[src/rtl/noc_pkg.sv]
// Shared NoC network-interface types: flit layout and TX FSM state encoding.
package noc_pkg;

  localparam int unsigned FLIT_W  = 16;
  localparam int unsigned COORD_W = 4;

  typedef struct packed {
    logic [7:0]         payload;
    logic [COORD_W-1:0] dest_x;
    logic [COORD_W-1:0] dest_y;
  } flit_t;

  typedef enum logic [1:0] {
    StIdle,
    StSend,
    StWaitCredit
  } tx_state_t;

endpackage

[src/rtl/ni_fifo.sv]
// Synchronous FIFO with wrapping pointers and occupancy count.
// A push into a full FIFO is accepted when a pop happens in the same cycle.
module ni_fifo #(
  parameter int unsigned Width = 16,
  parameter int unsigned Depth = 4,
  localparam int unsigned CntW = $clog2(Depth + 1)
) (
  input  logic             clk_i,
  input  logic             rst_ni,
  input  logic             push_i,
  input  logic [Width-1:0] wdata_i,
  input  logic             pop_i,
  output logic [Width-1:0] rdata_o,
  output logic             full_o,
  output logic             empty_o,
  output logic [CntW-1:0]  count_o
);

  localparam int unsigned PtrW = (Depth > 1) ? $clog2(Depth) : 1;

  logic [Width-1:0] mem_q [Depth];
  logic [PtrW-1:0]  wr_ptr_q, rd_ptr_q;
  logic [CntW-1:0]  count_q;
  logic             do_push, do_pop;

  function automatic logic [PtrW-1:0] next_ptr(input logic [PtrW-1:0] ptr);
    return (ptr == PtrW'(Depth - 1)) ? '0 : ptr + 1'b1;
  endfunction

  assign full_o  = (count_q == CntW'(Depth));
  assign empty_o = (count_q == '0);
  assign rdata_o = mem_q[rd_ptr_q];
  assign count_o = count_q;

  assign do_pop  = pop_i && !empty_o;
  assign do_push = push_i && (!full_o || do_pop);

  always_ff @(posedge clk_i) begin
    if (rst_ni && do_push) begin
      mem_q[wr_ptr_q] <= wdata_i;
    end
  end

  always_ff @(posedge clk_i) begin
    if (!rst_ni) begin
      wr_ptr_q <= '0;
      rd_ptr_q <= '0;
      count_q  <= '0;
    end else begin
      if (do_push) wr_ptr_q <= next_ptr(wr_ptr_q);
      if (do_pop)  rd_ptr_q <= next_ptr(rd_ptr_q);
      if (do_push && !do_pop) begin
        count_q <= count_q + 1'b1;
      end else if (do_pop && !do_push) begin
        count_q <= count_q - 1'b1;
      end
    end
  end

endmodule

[src/rtl/net_iface.sv]
// Network interface between a host and a router local port, credit-based TX, FIFO RX.
// Define NET_IFACE_STATS_EN to build the TX/RX statistics counters.
module net_iface
  import noc_pkg::*;
#(
  parameter int unsigned XCOORD   = 4'd0,
  parameter int unsigned YCOORD   = 4'd0,
  parameter int unsigned CREDITS  = 4,
  parameter int unsigned TX_DEPTH = 4,
  parameter int unsigned RX_DEPTH = 4
) (
  input  logic        clk,
  input  logic        rst,
  input  logic        tx_valid,
  output logic        tx_ready,
  input  logic [7:0]  tx_dest,
  input  logic [7:0]  tx_payload,
  output logic        rx_valid,
  input  logic        rx_ready,
  output logic [15:0] rx_data,
  output logic [15:0] net_data_o,
  output logic        net_valid_o,
  input  logic        net_credit_i,
  input  logic [15:0] net_data_i,
  input  logic        net_valid_i,
  output logic        net_credit_o,
  output logic [1:0]  err_o,
  output logic [15:0] tx_count_o,
  output logic [15:0] rx_count_o
);

  localparam int unsigned CredW  = $clog2(CREDITS + 1);
  localparam int unsigned TxCntW = $clog2(TX_DEPTH + 1);
  localparam int unsigned RxCntW = $clog2(RX_DEPTH + 1);

  // Node id is reserved for a source field; the current flit format carries none.
  localparam logic [2*COORD_W-1:0] unused_src_id = {COORD_W'(XCOORD), COORD_W'(YCOORD)};

  flit_t             tx_wflit, tx_head;
  logic              tx_full, tx_empty, tx_push, tx_send;
  logic [TxCntW-1:0] tx_occ, tx_occ_next;
  tx_state_t         state_q, state_d;
  logic [CredW-1:0]  credit_q, credit_d;
  logic              credit_ovf;

  logic              rx_full, rx_empty, rx_pop, rx_accept, rx_drop;
  logic [RxCntW-1:0] unused_rx_occ;

  assign tx_wflit = '{payload: tx_payload, dest_x: tx_dest[7:4], dest_y: tx_dest[3:0]};
  assign tx_ready = !tx_full;
  assign tx_push  = tx_valid && tx_ready;
  assign tx_send  = (state_q == StSend);

  ni_fifo #(
    .Width(FLIT_W),
    .Depth(TX_DEPTH)
  ) u_tx_fifo (
    .clk_i  (clk),
    .rst_ni (rst),
    .push_i (tx_push),
    .wdata_i(tx_wflit),
    .pop_i  (tx_send),
    .rdata_o(tx_head),
    .full_o (tx_full),
    .empty_o(tx_empty),
    .count_o(tx_occ)
  );

  assign rx_valid  = !rx_empty;
  assign rx_pop    = rx_valid && rx_ready;
  assign rx_accept = net_valid_i && (!rx_full || rx_pop);
  assign rx_drop   = net_valid_i && !rx_accept;

  ni_fifo #(
    .Width(FLIT_W),
    .Depth(RX_DEPTH)
  ) u_rx_fifo (
    .clk_i  (clk),
    .rst_ni (rst),
    .push_i (net_valid_i),
    .wdata_i(net_data_i),
    .pop_i  (rx_ready),
    .rdata_o(rx_data),
    .full_o (rx_full),
    .empty_o(rx_empty),
    .count_o(unused_rx_occ)
  );

  // State is derived from next-cycle occupancy and credit so StSend always implies a send.
  assign tx_occ_next = tx_occ + TxCntW'(tx_push) - TxCntW'(tx_send);

  always_comb begin
    credit_d   = credit_q;
    credit_ovf = 1'b0;
    case ({net_credit_i, tx_send})
      2'b10: begin
        if (credit_q == CredW'(CREDITS)) credit_ovf = 1'b1;
        else                             credit_d   = credit_q + 1'b1;
      end
      2'b01:   credit_d = credit_q - 1'b1;
      default: credit_d = credit_q;
    endcase

    if (tx_occ_next == '0)     state_d = StIdle;
    else if (credit_d == '0)   state_d = StWaitCredit;
    else                       state_d = StSend;
  end

  always_ff @(posedge clk) begin
    if (!rst) begin
      state_q      <= StIdle;
      credit_q     <= CredW'(CREDITS);
      net_valid_o  <= 1'b0;
      net_data_o   <= '0;
      net_credit_o <= 1'b0;
      err_o        <= '0;
    end else begin
      state_q      <= state_d;
      credit_q     <= credit_d;
      net_valid_o  <= tx_send;
      net_credit_o <= rx_pop;
      if (tx_send)    net_data_o <= tx_head;
      if (credit_ovf) err_o[0]   <= 1'b1;
      if (rx_drop)    err_o[1]   <= 1'b1;
    end
  end

`ifdef NET_IFACE_STATS_EN
  logic [15:0] tx_count_q, rx_count_q;

  always_ff @(posedge clk) begin
    if (!rst) begin
      tx_count_q <= '0;
      rx_count_q <= '0;
    end else begin
      if (tx_send)   tx_count_q <= tx_count_q + 16'd1;
      if (rx_accept) rx_count_q <= rx_count_q + 16'd1;
    end
  end

  assign tx_count_o = tx_count_q;
  assign rx_count_o = rx_count_q;
`else
  assign tx_count_o = '0;
  assign rx_count_o = '0;
`endif

endmodule

[config.mk]
export PLATFORM = sky130hd
export DESIGN_NAME = net_iface
export DESIGN_NICKNAME = d
export VERILOG_FILES = /design/src/rtl/noc_pkg.sv /design/src/rtl/ni_fifo.sv /design/src/rtl/net_iface.sv
export SDC_FILE = /design/constraint.sdc
export NUM_CORES = 1
export LEC_CHECK = 0
export ABC_AREA = 1
export BUFFER_PORTS_ARGS = -buffer_cell sky130_fd_sc_hd__buf_2
export CAP_MARGIN = 25
export CORE_MARGIN = 2
export CORE_UTILIZATION = 30
export CTS_CLUSTER_DIAMETER = 30
export DETAILED_ROUTE_END_ITERATION = 10
export PLACE_DENSITY = 0.51
export SLEW_MARGIN = 25
export SYNTH_ARGS = -nofsm -noshare
export SYNTH_HDL_FRONTEND = slang
export SYNTH_HIERARCHICAL = 1
export SYNTH_SLANG_ARGS = --single-unit
[constraint.sdc]
create_clock -name clk -period 2.74 [get_ports clk]
set_input_delay 0.274 -clock clk [delete_from_list [all_inputs] [get_ports clk]]
set_output_delay 0.274 -clock clk [all_outputs]
set_load 0.005 [all_outputs]
Yosys cells after proc, flatten, opt, wreduce, memory -nomap -nowiden:

Memory sizes are Yosys's and may differ from the RTL's. A register that Yosys moved wholly into a read port is not among the register bits.
Index checks and enable logic that the tools add are counted.

* register bits: 23
* memory bits (writable): 128
* bits of input ports: 38
* output and inout bits: 70
* logic and storage cells: 86
* memories: 2

Memory list
* u_rx_fifo.mem_q: words 4, bits a word 16, read ports 1, clocked after memory_dff 1, wr ports 1, RTL line ni_fifo.sv:21 `logic [Width-1:0] mem_q [Depth];`
* u_tx_fifo.mem_q: words 4, bits a word 16, read ports 1, clocked after memory_dff 1, wr ports 1, RTL line ni_fifo.sv:21

* add/subtract/negate cells: 12
* eq/ne operators: 10
* mux-type cells: 19
* bitwise operators: 1
* reductions and logical operators: 30

Operators by type and width (count)
* $mux 3: 5
* $mux 2: 7
* $logic_and 1x1->1: 12
* $logic_not 3->1: 4
* $eq 2x2->1 const B: 5
* $add 3x1->3 const B: 3
* $eq 3x3->1 const B: 3
* $logic_not 1->1: 9
* $sub 3x1->3 const B: 3
* $add 2x1->2 const B: 4
* $mux 1: 6
* $pmux 3 s2: 1
* $eq 2x1->1 const B: 2
* $reduce_bool 2->1: 2
* $add 3x1->3: 1
* $sub 3x1->3: 1
* $logic_or 1x1->1: 2
* $reduce_or 2->1: 1
* $not 1->1: 1

Longest topological paths before layout:

Gate-level depths: netlist of the first run.

* depth after elaboration: 9
* depth in mapped cells: 16
* depth with buffers taken out: 15

Modules after synthesis:

Netlist of the first run, hierarchy kept.

Modules (own cells, without submodules)
* ni_fifo: times used 2, cells an instance 225, area an instance 2869.0 um^2, seq. area each 2102.0 um^2
* net_iface: times used 1, cells an instance 187, area an instance 1358.8 um^2, seq. area each 500.5 um^2

Worst setup path after synthesis of the first run:

Ideal clock, no wire load.

* path type: reg-to-reg
* from: register state_q[0]
* to: memory u_tx_fifo.mem_q[0][0] (enable)
* library setup time: 0.389 ns
* arrival time: 1.755 ns
* data required time: 2.351 ns
* setup slack: 0.597 ns
* cell stages (with the launch flop): 10
* path buffers: 1
* clock period less this slack: 2.143 ns
* path through: dfxtp_1 inv_1 nor2_4 buf_2 inv_1 nand3_2 nand2_1 inv_2 nand2_2 nor2_1

* longest elaborated chain between the ends: 7

Ends and longest elaborated chain
* from (decl): RTL line net_iface.sv:42 `tx_state_t state_q, state_d;`
* from (signal assigned): RTL line net_iface.sv:111 `state_q <= StIdle;`
* from (signal assigned): RTL line net_iface.sv:118 `state_q <= state_d;`
* $eq 2x1->1: RTL line net_iface.sv:52 `assign tx_send = (state_q == StSend);`
* net tx_send: RTL line net_iface.sv:40 `logic tx_full, tx_empty, tx_push, tx_send;`
* $logic_and 1x1->1: RTL line ni_fifo.sv:35 `assign do_pop = pop_i && !empty_o;`
* $logic_or 1x1->1: RTL line ni_fifo.sv:36 `assign do_push = push_i && (!full_o || do_pop);`
* $logic_and 1x1->1: RTL line ni_fifo.sv:36
* $logic_and 1x1->1: RTL line ni_fifo.sv:39 `if (rst_ni && do_push) begin`
* $mux 1: RTL line ni_fifo.sv:39
* $mux 1 (implied by the code): RTL line ni_fifo.sv:40 `mem_q[wr_ptr_q] <= wdata_i;`
* to (decl): RTL line ni_fifo.sv:21

The timed path passes the listed nets, and every way through them passes these cells.

Worst setup path after layout of the first run:

* from: register u_tx_fifo.count_q[2], in the netlist u_tx_fifo/count_o[2]
* to: register u_tx_fifo.count_q[1], in the netlist u_tx_fifo/count_o[1]

* elaborated cells between the ends (all ways): 14
* those cells by class: eq/ne (1); mux (1); reduce/logical (12)

RTL lines
* from (decl): RTL line ni_fifo.sv:23 `logic [CntW-1:0] count_q;`
* from (signal assigned): RTL line ni_fifo.sv:53 `count_q <= count_q + 1'b1;`
* from (signal assigned): RTL line ni_fifo.sv:55 `count_q <= count_q - 1'b1;`
* $eq 3x3->1 *: RTL line ni_fifo.sv:30 `assign full_o = (count_q == CntW'(Depth));`
* net tx_full: RTL line net_iface.sv:40
* $logic_not 1->1 *: RTL line net_iface.sv:50 `assign tx_ready = !tx_full;`
* $logic_and 1x1->1 *: RTL line net_iface.sv:51 `assign tx_push = tx_valid && tx_ready;`
* net tx_push: RTL line net_iface.sv:40
* $logic_and 1x1->1 *: RTL line ni_fifo.sv:36
* $logic_not 1->1: RTL line ni_fifo.sv:54 `end else if (do_pop && !do_push) begin`
* $logic_and 1x1->1: RTL line ni_fifo.sv:54
* $reduce_bool 2->1 (no line)

The timed path passes the listed nets; every way through them passes the cells marked *.
A chain may end at the register's enable or synchronous reset.

==> results by group, run 1 <==
Global route
  – Initial antenna violation count: 0
  – Met2 usage: between 20% and 30%
  – First-pass GRT wire length: 22.9 mm
  – Global route hottest layer: met2
  – Number of global-route vias before repair: approximately 4300
  – GR Util met1: 14.1%
  – Gr ovfl total: 0
  – GRT Util Overall: 12.2%
  – Largest net degree at the start of global routing: 33
  – M3 GR Usage: 2.96%

Final layout
  – Most frequent cells in the layout: 129 x nor2_1, 128 x edfxtp_1, 75 x buf_2, 57 x o21ai_1, 49 x nand2_1
  – Share of layout cells above drive strength 1: 18.9%
  – Ant. Diodes: 0
  – Area growth syn-to-layout: 16.9%
  – Layout Nets: 783
  – Fill cells: between 2000 and 2500
  – Most common cell after layout, fill and taps aside: nor2_1

Floorplanning
  – Die X: 158 um
  – Floorplan core area: between 20000 and 25000 um^2
  – I/O Pins: 108
  – Core Rows: 56
  – Die Height: 158 um
  – Full die area: 24900 um^2
  – Starting density of the core: 30.4%

Timing
  – Final setup fails: 0
  – Worst slew pin tran: 607 ps
  – Unrepaired setup endpoints after global routing: false
  – Total negative slack: 0 ps
  – Final period utilization: 73.2%
  – Final Max Slew Viols: 0
  – Min Clock Period, post-route: 2010 ps
  – Fin. Hold Viols: 0
  – Clk_skew: roughly 12 ps
  – Headroom to the max-slew limit: 59.5%
  – Max Freq: 498 MHz

Pwr
  – VDD IR max: about 0.38 mV
  – Tot Pwr: around 7.5 mW
  – Cell Pwr Density: approximately 910 nW/um^2
  – Leakage power: 3.28 nW

Worst hold path
  – Min-delay worst type: primary input to flop
  – HP Start: net_data_i[1]

Placed design
  – HPWL Detailed: 9.10 mm
  – IO Port Bufs: 75
  – Gpl congestion: a little over 0.7

Routing
  – Routed Antenna Nets: 0
  – Vias: 4525
  – Routed WL: 14.6 mm
  – DRT Pass-1 Iters: 4
  – Avg WL per Cell: 13.8 um
  – Vias/cell: 4.29
  – Initial DRC Count: 196
  – Remaining routing DRC violations: 0

Worst setup path
  – Critical path class: flop to flop
  – Crit path from: u_tx_fifo/count_o[2]$_SDFFE_PN0P_
  – CP Capture Type: flop
  – CP startpoint kind: flop
  – Crit-path max FO: 6
  – Worst endpoint required time: just over 3000 ps
  – FF-to-FF Start: u_tx_fifo/count_o[2]$_SDFFE_PN0P_
  – Worst path arrival time: 2330 ps

Job
  – MaxCap Viol Count: 0

CTS
  – Postcts setup bufs: 0
  – H-tree levels: 4
  – CTS Root Cell: clkbuf_16
  – Post-cts sizing count: 0
  – Clock buffer count from CTS: 17
  – Clock sink count: 171
  – CTS tree: built
  – Worst-path clk slew: 70 ps
  – Insertion delay to the later sink of the worst-skew pair: roughly 420 ps
  – Hold-fix buffers, CTS: 0
  – Clock Path Buffers: 2

Synth
  – Number of synthesis warnings: 6
  – Post-Synthesis Cells: 636
  – Synth Cell Area: between 7000 and 8000 um^2
  – Post-Syn Area per Cell: roughly 11 um^2

Status
  – Status: complete, no violations
flip-flops by register name, summed over array words and instances, names as in the netlist, 3 cells and up, named ones only:
name / flops
u_tx_fifo/mem_q: 64
u_rx_fifo/count_o: 3
u_tx_fifo/count_o: 3
credit_q: 3
net_data_o: 16
u_rx_fifo/mem_q: 64
where the power goes:
group | leakage [nW] | total [mW] | switching, mW | internal [mW]
sequential | 1.52 | 3.30 | 0.188 | 3.11
combinational | 1.50 | 2.01 | 1.27 | 0.737
clock | 0.262 | 2.23 | 1.02 | 1.21
total | 3.28 | 7.53 | 2.48 | 5.06
path summary, 6_finish.rpt:
kind / endpoint / slack [ps] / cells after the start
setup / recovery: u_tx_fifo/count_o[1]$_SDFFE_PN0P_ / 730 / 11
hold / removal: u_rx_fifo/mem_q[1][1]$_DFFE_PP_ / 60 / 1
setup reg to reg: u_tx_fifo/count_o[1]$_SDFFE_PN0P_ / 730 / 11
hold reg to reg: err_o[0]$_SDFFE_PN0P_ / 450 / 2
stage by stage:
| step | worst slack [ps] | instance area, um^2 | util [%] | hold slack (ps) | std cells |
|---|---|---|---|---|---|
| 2_1_floorplan | 597 | 7210 | - | 373 | 667 |
| 3_3_place_gp | 766 | 7740 | 33.2 | 437 | 1024 |
| 3_5_place_dp | 727 | 7740 | 33.2 | 445 | 1024 |
| 4_1_cts | 694 | 8290 | 35.5 | 38.2 | 1056 |
| 5_1_grt | 444 | 8290 | 35.5 | 49.0 | 1056 |
| 6_report | 734 | 8290 | 35.5 | 64.7 | 1056 |
cell type report:
class                           count  area [um^2]  area share, %
Tap cell                          319          399           4.81
Clock buffer                       19          443           5.34
Timing Repair Buffer               91          495           5.97
Clock inverter                     13          106           1.28
Sequential cell                   171         4700           56.7
Multi-Input combinational cell    392         1950           23.6
Inverter                           51          191           2.31
critical path, cell delays in order (launching register included):
cell,delay (ps)
dfxtp_1,370
inv_1,90
nor3_1,210
nor2_1,80
buf_4,160
nand2_1,70
inv_2,40
ha_1,180
inv_1,80
fa_1,400
o21ai_0,160
nor2_1,50
per-layer routing:
metal / vias up / wire [um]
met3: 17 / 597
li1: 2299 / -
met5: - / 0
met2: 98 / 7290
met4: 0 / 227
met1: 2111 / 6500
(Power assumes the default switching activity.)
==> inputs of run 2 (changes only) <==
Settings changed: ABC_AREA 1 to 0.
Clock period 2.74 ns to 2 ns, I/O delays scaled along.
==> run 2 against run 1 <==
Against the previous run:
- the flow now finishes with violations (setup timing)
- critical path depth fell by 2
- clock skew fell by 5.1 ps
- die area fell by 0.33%
- maximum frequency fell by 0.37%
- synthesized cell count fell by 33%
- non-clock buffer count rose by 50
- combinational power rose by 33%
- critical endpoint is now u_tx_fifo/count_o[2]$_SDFFE_PN0P_
- largest cell class unchanged
==> results by group, run 2 <==
Status
  – Status: finished with violations
  – Failing checks: setup timing

Pwr
  – Clock share of power: 31.3%
  – Net Sw Frac: 29.8%
  – VDD IR max: 0.497 mV
  – Logic pwr share: 25.6%
  – Flop pwr share: between 40% and 50%
  – Leakage power: 3.33 nW
  – Tot Pwr: between 10 and 15 mW
  – Psw: 3.11 mW
  – Cell Pwr Density: 1170 nW/um^2
  – Cell Int Power: between 7 and 8 mW

Global route
  – Largest net degree at the start of global routing: 24
  – First-pass GRT wire length: ~22 mm
  – GRT Util Overall: approximately an eighth
  – Initial antenna violation count: 0
  – Gr ovfl total: 0
  – Number of global-route vias before repair: 4177

CTS
  – CTS tree: built
  – Clock Path Buffers: 2
  – Insertion delay to the later sink of the worst-skew pair: 420 ps
  – Worst-path clk slew: 70 ps
  – H-tree levels: 4
  – Clock buffer count from CTS: 17
  – CTS Root Cell: clkbuf_16
  – Clock sink count: 171

Floorplanning
  – Core Rows: 56
  – Die X: roughly 160 um
  – Floorplan core area: between 20000 and 25000 um^2
  – I/O Pins: 108
  – Starting density of the core: 30.3%
  – Full die area: 24800 um^2
  – Die Height: 158 um

Timing
  – Fin. Hold Viols: 0
  – Min Clock Period, post-route: just over 2000 ps
  – Unrepaired setup endpoints after global routing: true
  – Hold WS: just under 20 ps
  – Final setup fails: 1
  – Worst setup margin: -13.6 ps
  – Total negative slack: -13.6 ps
  – Clk_skew: 7.27 ps
  – Final Max Slew Viols: 0
  – Max Freq: 497 MHz
  – Final period utilization: 101%

Final layout
  – Final core utilization: 38.4%
  – Most common cell after layout, fill and taps aside: edfxtp_1
  – Fill cells: 2183
  – Ant. Diodes: 0
  – Fin area: 8950 um^2
  – Share of layout cells above drive strength 1: between 30% and 40%
  – Most frequent cells in the layout: 128 x edfxtp_1, 75 x buf_2, 51 x nand2_1, 36 x dfxtp_1, 32 x conb_1
  – Area growth syn-to-layout: 26.6%
  – Layout Nets: between 600 and 700
  – Largest registers: u_rx_fifo/mem_q x64, u_tx_fifo/mem_q x64, net_data_o x16

Worst setup path
  – FF-to-FF Start: u_tx_fifo/count_o[2]$_SDFFE_PN0P_
  – R2r worst-path depth: 9
  – R2r endpoint: u_tx_fifo/count_o[2]$_SDFFE_PN0P_
  – Critical path class: flop to flop
  – CP startpoint kind: flop
  – CP max stage cell: dfxtp_2
  – Worst endpoint required time: 2350 ps
  – Crit-path cells: nor3b_4, nor2b_2, a21boi_4, ha_4, inv_2, fa_2, xor2_1, or3_1, a21boi_1
  – Crit-path max FO: 2
  – Crit-path max cell delay: about 330 ps
  – R2r setup slk: -10 ps
  – CP Capture Type: flop
  – Worst path arrival time: approximately 2400 ps

Routing
  – Avg WL per Cell: 15.7 um
  – DRT Pass-1 Iters: 4
  – Vias: just under 4000
  – Routed Antenna Nets: 0
  – Remaining routing DRC violations: 0
  – Vias/cell: 4.30
  – Initial DRC Count: 203
  – Routed WL: 14.2 mm

Placed design
  – Placed Area: 7920 um^2
  – IO Port Bufs: 75
  – HPWL Detailed: 9.00 mm
  – Gpl congestion: 0.734

Worst hold path
  – HP Start: tx_dest[4]
  – Min-delay worst type: primary input to flop
  – Hold Path Sink: u_tx_fifo/mem_q[2][4]$_DFFE_PP_
  – Hold-critical path depth: 1

Job
  – MaxCap Viol Count: 0

Synth
  – Post-Synthesis Cells: 429
  – Post-Syn Area per Cell: between 15 and 20 um^2
  – Number of synthesis warnings: 6
  – Synth Cell Area: 7070 um^2
-- run 2: area by class of cell --
cell class	instances	area (um^2)	share of cell area, %
multi-input combinational	226	2150	24.0
clock buffer	17	425	4.75
clock inverter	15	168	1.87
timing repair buffer	141	1020	11.4
tap	319	399	4.46
inverter	16	67.6	0.755
sequential	171	4730	52.8
-- run 2: worst max-delay path by stage --
stage,from,endpoint,slack [ps],cells past startpoint
CTS,u_tx_fifo/count_o[2]$_SDFFE_PN0P_,u_tx_fifo/count_o[2]$_SDFFE_PN0P_,-40,9
global placement,u_tx_fifo/count_o[0]$_SDFFE_PN0P_,u_tx_fifo/count_o[2]$_SDFFE_PN0P_,-20,9
detailed placement,u_rx_fifo/count_o[2]$_SDFFE_PN0P_,u_rx_fifo/count_o[2]$_SDFFE_PN0P_,-160,8
floorplan,state_q[1]$_SDFF_PP0_,u_tx_fifo/count_o[2]$_SDFFE_PN0P_,-160,12
finish,u_tx_fifo/count_o[2]$_SDFFE_PN0P_,u_tx_fifo/count_o[2]$_SDFFE_PN0P_,-10,9
global route,u_tx_fifo/count_o[2]$_SDFFE_PN0P_,u_tx_fifo/count_o[2]$_SDFFE_PN0P_,-90,9
-- run 2: critical path: cells and delay by family (launching register included) --
kind            cells  cell delay, ps
simple gates        3             590
fa+ha+maj           2             490
xor+xnor            1             150
flops               1             330
compound gates      2             360
buf+inv             1              40
-- run 2: per-stage QoR --
stage | setup slack [ps] | std cells
CTS | -39.2 | 902
global placement | -15.8 | 836
floorplan | -159 | 460
global route | -88.2 | 905
finish | -13.6 | 905
detailed placement | -164 | 836
-- run 2: layer usage --
layer	track usage (%)	up-vias	share of wire [%]
met5	0	-	0
met4	4.42	0	1.7
met3	3.25	17	4.1
met2	21.5	92	53
met1	13.5	1943	42
li1	-	1836	-
-- run 2: power by group through the flow --
stage / clock [mW] / combinational (mW) / sequential [mW]
floorplan: 0 / 1.72 / 4.52
global placement: 0 / 2.43 / 4.52
detailed placement: 0 / 2.51 / 4.55
CTS: 3.37 / 2.66 / 4.48
global route: 3.52 / 2.98 / 4.55
finish: 3.26 / 2.67 / 4.50
-- run 2: what timing repair did --
| item | 4_1_cts | 5_1_grt |
|---|---|---|
| setup buffers | 3 | 2 |
| hold endpoints to repair | 124 | 0 |
| cloned | 0 | 1 |
| resized for setup | 14 | 8 |
| hold buffers | 31 | 0 |
| pin swaps | 5 | 7 |
| endpoints found under the setup margin | 4 | 6 |
